--- config.mk ---
export PLATFORM = sky130hd
export DESIGN_NAME = multicycle_ctrl
export DESIGN_NICKNAME = d
export VERILOG_FILES = /design/src/rtl/multicycle_ctrl.sv
export SDC_FILE = /design/constraint.sdc
export NUM_CORES = 1
export LEC_CHECK = 0
export ABC_AREA = 1
export BUFFER_PORTS_ARGS = -buffer_cell sky130_fd_sc_hd__buf_2
export CAP_MARGIN = 20
export CORE_AREA = 4 4 110 112
export CTS_CLUSTER_DIAMETER = 50
export DETAILED_ROUTE_END_ITERATION = 7
export DIE_AREA = 0 0 114 116
export PLACE_DENSITY_LB_ADDON = 0.05
export SYNTH_ARGS = -nofsm -noshare
export SYNTH_HDL_FRONTEND = slang
export SYNTH_SLANG_ARGS = --single-unit
export TNS_END_PERCENT = 100
--- constraint.sdc ---
create_clock -name clk -period 1.82 [get_ports clk]
set_clock_uncertainty 0.05 [all_clocks]
set_input_delay 0 -clock clk [delete_from_list [all_inputs] [get_ports clk]]
set_output_delay 0 -clock clk [all_outputs]
set_load 0.05 [all_outputs]
--- src/rtl/multicycle_ctrl.sv ---
// ----------------------------------------------------------------------------
// multicycle_ctrl
//   Multi-cycle sequencer for the MIPS-subset core. Walks one instruction at a
//   time through FETCH/DECODE/EXEC/MEM/WB and drives the PC, IR, register-file,
//   ALU-latch and memory strobes. Variable-latency instruction and data
//   memories are handled with req/ready handshakes guarded by a wait timeout.
//
// Parameters
//   CNT_W    width of the retired-instruction counter
//   TIMEOUT  max wait cycles on imem/dmem ready before ERR (0 = no timeout)
//
// Ports
//   clk, rst_n      clock (rising edge), asynchronous active-low reset
//   enable          run request, sampled only at instruction boundaries
//   jump_type       decoder jump class: 0 none, 1 beq, 2 jr, 3 jal, 4 j
//   we_dmem         decoder: store
//   we_regfile      decoder: writes the register file
//   lw_flag         decoder writeback source: 0 ALU, 1 dmem load, 2 PC+4
//   alu_zero        ALU zero flag, used in EXEC only
//   imem_ready      fetch complete
//   dmem_ready      data access complete
//   imem_req        fetch request
//   ir_we           latch instruction register
//   alu_out_we      latch ALU result register
//   dmem_req        data-memory request
//   dmem_we         data-memory write qualifier
//   rf_we           register-file write strobe
//   pc_we           PC update, marks instruction retire
//   pc_sel          next-PC source: 0 PC+4, 1 branch, 2 rs1, 3 jump target
//   busy            sequencer not idle
//   err             sticky memory timeout error
//   state_o         encoded state (IDLE=0 .. WB=5, ERR=7)
//   retired         completed-instruction count (wraps)
// ----------------------------------------------------------------------------
module multicycle_ctrl #(
   parameter int CNT_W   = 32,
   parameter int TIMEOUT = 64
) (
   input  logic             clk,
   input  logic             rst_n,
   input  logic             enable,
   input  logic [2:0]       jump_type,
   input  logic             we_dmem,
   input  logic             we_regfile,
   input  logic [1:0]       lw_flag,
   input  logic             alu_zero,
   input  logic             imem_ready,
   input  logic             dmem_ready,
   output logic             imem_req,
   output logic             ir_we,
   output logic             alu_out_we,
   output logic             dmem_req,
   output logic             dmem_we,
   output logic             rf_we,
   output logic             pc_we,
   output logic [1:0]       pc_sel,
   output logic             busy,
   output logic             err,
   output logic [2:0]       state_o,
   output logic [CNT_W-1:0] retired
);

   typedef enum logic [2:0] {
      ST_IDLE   = 3'd0,
      ST_FETCH  = 3'd1,
      ST_DECODE = 3'd2,
      ST_EXEC   = 3'd3,
      ST_MEM    = 3'd4,
      ST_WB     = 3'd5,
      ST_ERR    = 3'd7
   } state_t;

   // The wait counter only has to reach TIMEOUT-1; the limit cycle itself
   // decides between success (ready) and ERR.
   localparam int WAIT_W  = (TIMEOUT > 1) ? $clog2(TIMEOUT) : 1;
   localparam int LIMIT_I = (TIMEOUT > 0) ? (TIMEOUT - 1) : 0;
   localparam logic [WAIT_W-1:0] LIMIT = LIMIT_I[WAIT_W-1:0];

   state_t             state_r;
   state_t             state_next_s;
   logic [WAIT_W-1:0]  wait_cnt_r;
   logic [CNT_W-1:0]   retired_r;
   logic               err_r;
   logic               retire_s;
   logic               wait_inc_s;
   logic               enter_wait_s;
   logic               timeout_hit_s;

   assign timeout_hit_s = (TIMEOUT > 0) && (wait_cnt_r == LIMIT);

   // Next-state and strobe decode from the state register plus inputs.
   always_comb begin
      state_next_s = state_r;
      imem_req     = 1'b0;
      ir_we        = 1'b0;
      alu_out_we   = 1'b0;
      dmem_req     = 1'b0;
      dmem_we      = 1'b0;
      rf_we        = 1'b0;
      pc_we        = 1'b0;
      pc_sel       = 2'd0;
      retire_s     = 1'b0;
      wait_inc_s   = 1'b0;
      case (state_r)
         ST_IDLE: begin
            if (enable) state_next_s = ST_FETCH;
            else        state_next_s = ST_IDLE;
         end
         ST_FETCH: begin
            imem_req = 1'b1;
            if (imem_ready) begin
               ir_we        = 1'b1;
               state_next_s = ST_DECODE;
            end else if (timeout_hit_s) begin
               state_next_s = ST_ERR;
            end else begin
               wait_inc_s   = 1'b1;
            end
         end
         ST_DECODE: state_next_s = ST_EXEC;
         ST_EXEC: begin
            alu_out_we = 1'b1;
            if ((lw_flag == 2'd1) || we_dmem) state_next_s = ST_MEM;
            else if (we_regfile)              state_next_s = ST_WB;
            else                              retire_s     = 1'b1;
         end
         ST_MEM: begin
            dmem_req = 1'b1;
            dmem_we  = we_dmem;
            if (dmem_ready) begin
               // A store finishes here; a load still has its writeback.
               if (we_dmem) retire_s     = 1'b1;
               else         state_next_s = ST_WB;
            end else if (timeout_hit_s) begin
               state_next_s = ST_ERR;
            end else begin
               wait_inc_s   = 1'b1;
            end
         end
         ST_WB: begin
            rf_we    = 1'b1;
            retire_s = 1'b1;
         end
         ST_ERR:  state_next_s = ST_ERR;
         default: state_next_s = ST_ERR;
      endcase

      if (retire_s) begin
         pc_we = 1'b1;
         case (jump_type)
            3'd1:    pc_sel = alu_zero ? 2'd1 : 2'd0;
            3'd2:    pc_sel = 2'd2;
            3'd3,
            3'd4:    pc_sel = 2'd3;
            default: pc_sel = 2'd0;
         endcase
         if (enable) state_next_s = ST_FETCH;
         else        state_next_s = ST_IDLE;
      end else begin
         pc_sel = 2'd0;
      end
   end

   assign enter_wait_s = (state_next_s != state_r) &&
                         ((state_next_s == ST_FETCH) || (state_next_s == ST_MEM));

   // State register.
   always_ff @(posedge clk or negedge rst_n) begin
      if (!rst_n) state_r <= ST_IDLE;
      else        state_r <= state_next_s;
   end

   // Memory wait counter: cleared on entry to FETCH/MEM, counts stalled cycles.
   always_ff @(posedge clk or negedge rst_n) begin
      if (!rst_n)                          wait_cnt_r <= '0;
      else if (enter_wait_s)               wait_cnt_r <= '0;
      else if (wait_inc_s && (TIMEOUT > 0)) wait_cnt_r <= wait_cnt_r + WAIT_W'(1);
      else                                 wait_cnt_r <= wait_cnt_r;
   end

   // Retired-instruction counter, wraps naturally at 2^CNT_W.
   always_ff @(posedge clk or negedge rst_n) begin
      if (!rst_n)        retired_r <= '0;
      else if (retire_s) retired_r <= retired_r + CNT_W'(1);
      else               retired_r <= retired_r;
   end

   // Sticky error flag, set on entry to ERR; only reset clears it.
   always_ff @(posedge clk or negedge rst_n) begin
      if (!rst_n)                     err_r <= 1'b0;
      else if (state_next_s == ST_ERR) err_r <= 1'b1;
      else                            err_r <= err_r;
   end

   assign state_o = state_r;
   assign busy    = (state_r != ST_IDLE);
   assign err     = err_r;
   assign retired = retired_r;

endmodule

==> reports/metrics.cfg <==
[status]
outcome=complete, no violations

[floorplan]
die_y_um=116
core_um2=11220
die_w_um=114
placementRows=39
ios=59
dieArea_um2=13220
start_util=0.2223

[clock_tree]
cts_tree=done
clk_path_buf_depth=2
cts_inserted_buffers=5
cts.sinks=42
clk_pin_slew_ps=70
htree_levels=2
ctsRootBufferMaster=clkbuf_16
clock_latency_ps=280

[final_layout]
nNetsFinal=432
drive_gt1_frac=0.4211
areaGrowthSynthToFinish_pct=49.20
n_fill_cell=1230
design_area_um2=3722
n_antenna_cell=0
fin_cells=561

[power]
power.leakage_nw=1.923
power_mw=5.280
powerDensity_nw_per_um2=1419
max-vdd-ir-drop_mv=0.6744

[flow_run]
max-cap-violations=0

[timing]
min_period_over_period=0.9906
worst_slew_margin_rel=0.6979
min_period_ps=1803
max_freq_mhz=554.7
rsz0062_at_grt=yes
hold_viol_final=0
finalSetupViolations=0
drv_slew=0
setup_tns_ps=0
worst_slew_pin_slew_ps=453.1

[route]
drc=0
firstDrtPassIters=4
first_iter_violations=107
routed_wl_um=7537
vias=2354
antenna_left=0
wl_per_cell_um=13.43
viasPerCell=4.196

[global_route]
grtUsageTotal=0.1195
grt_pass1_vias=2466
grt_use_met1=0.1467
grtUsageMet3=0.02089
grt_antenna_before_repair=0
overflow=0
grtUsageMet2=0.2155
grt_pass1_wl_um=12540
grt-busiest-layer=met2
grt_max_degree=27

[setup_path]
critical_path_class=register to register
worstSetupStartpointType=register
worstPathArrival_ps=1970
crit_path_end_kind=register
crit_fanout=5
worst_ep_required_time_ps=1980

[place]
placed_area_um2=3261
dp_hpwl_um=5966
io_buffers=58
place_inst=539
gp_congestion=0.7437

[synth]
ys_warn_count=0
synth_edf_count=0
synth_nets=322
synthFlopType=dfrtp_1
synth_seq_cells=42
syn_area_um2=2495
synth_cells=307
ys_seq_area_frac=0.4213
ys_types=28
avgSynthCellArea_um2=8.127
postSynth.asyncResetShare=1.000

[worst_hold_path]
hp-class=input pin to asynchronous set/reset pin

cell usage in the layout (no fill, tap or decap), types with 2 or more instances in the layout:
| master | count |
|---|---|
| dfrtp_2 | 3 |
| nor2_1 | 22 |
| clkbuf_16 | 5 |
| nand2_2 | 9 |
| or2_2 | 2 |
| nor3_2 | 2 |
| ha_2 | 2 |
| nand3_2 | 4 |
| nor3_1 | 10 |
| dfrtp_1 | 39 |
| inv_1 | 35 |
| buf_12 | 3 |
| buf_4 | 43 |
| a21oi_4 | 2 |
| nand3_1 | 18 |
| xor2_1 | 23 |
| nor2_4 | 11 |
| nand4_4 | 2 |
| nand2_4 | 5 |
| buf_2 | 57 |
| a21oi_2 | 3 |
| nor2_2 | 7 |
| nand2_1 | 59 |
| o21ai_1 | 3 |
| clkinvlp_4 | 2 |
| nand4_1 | 12 |
| inv_4 | 2 |
| o21bai_2 | 2 |
| a21oi_1 | 6 |
| xnor2_1 | 10 |
synth_stat cells (5+ instances only):
master,n,area (um2)
dfrtp_1,42,1051
nor3_1,13,65.06
xnor2_1,11,96.34
nand4_1,12,75.07
nand2_1,64,240.2
nor2_2,6,37.54
nor2_1,29,108.9
xor2_1,24,210.2
a21oi_1,10,50.05
inv_1,36,135.1
nor2_4,5,56.30
nand2_2,6,37.54
nand3_1,22,110.1
area by class of cell:
class | instances | area [um2] | area share
Multi-Input combinational cell | 224 | 1474 | 0.3960
Sequential cell | 42 | 1055 | 0.2834
Timing Repair Buffer | 106 | 696.9 | 0.1872
Tap cell | 143 | 178.9 | 0.04807
Inverter | 38 | 147.6 | 0.03966
Clock buffer | 5 | 125.1 | 0.03361
Clock inverter | 3 | 45.04 | 0.01210
final timing paths:
| kind | start | endpoint | slack, ps | cells past startpoint |
|---|---|---|---|---|
| min in group clk | dmem_ready | wait_cnt_r[1] | 170 | 5 |
| min reg2reg | retired[31] | retired[31] | 410 | 1 |
| max in group asynchronous | rst_n | state_o[0] | 1070 | 3 |
| max reg2reg | state_o[1] | retired[21] | 20 | 13 |
| max | state_o[1] | retired[21] | 20 | 13 |
| min | rst_n | retired[4] | 150 | 2 |
power breakdown:
part / internal [mW] / switching [mW] / leakage (nW) / total (mW)
logic: 1.02 / 1.94 / 1.32 / 2.96
registers: 1.10 / 0.184 / 0.525 / 1.28
clock network: 0.647 / 0.392 / 0.0760 / 1.04
worst max-delay path, cell delays in order (launching register included):
cell	delay [ps]
dfrtp_2	450
nand2_4	80
nor2_4	110
inv_4	60
nor2_4	90
nor2_4	50
buf_12	130
nor2_4	80
nand2_2	80
nor2_4	140
buf_12	140
nand2_4	60
nor2_4	80
xor2_1	140
cell families after synthesis:
group	share of synthesized area
buf+inv	0.06820
simple gates	0.3265
xor+xnor	0.1229
flops	0.4213
compound gates	0.05115
fa+ha+maj	0.01003
routing by layer:
layer | part of all wire | up-vias | routed length (um)
met5 | 0 | - | 0
met2 | 0.51 | 38 | 3869
met3 | 0.034 | 7 | 253
li1 | - | 1211 | -
met4 | 0.011 | 0 | 86
met1 | 0.44 | 1098 | 3328
metrics by stage:
step	hold slack [ps]	utilization	worst slack (ps)
detailed placement	-76.99	0.2905	-69.94
global placement	-76.66	0.2905	-84.25
CTS	151.1	0.3110	-17.96
global route	204.3	0.3317	-81.13
floorplan	-345.6	-	-316.9
finish	145.3	0.3317	17.06
sequential cells by signal, summed over array words and instances, names as in the netlist:
register    count
wait_cnt_r      6
err             1
retired        32
state_o         3
what timing repair did:
action / CTS / global route
pin swaps: 1 / 13
gates resized for setup: 0 / 41
endpoints found under the setup margin: 16 / 23
endpoints found under the hold margin: 42 / 0
setup buffers: 5 / 8
hold buffers: 1 / 0
No activity file was read; power rests on OpenSTA's default activity.
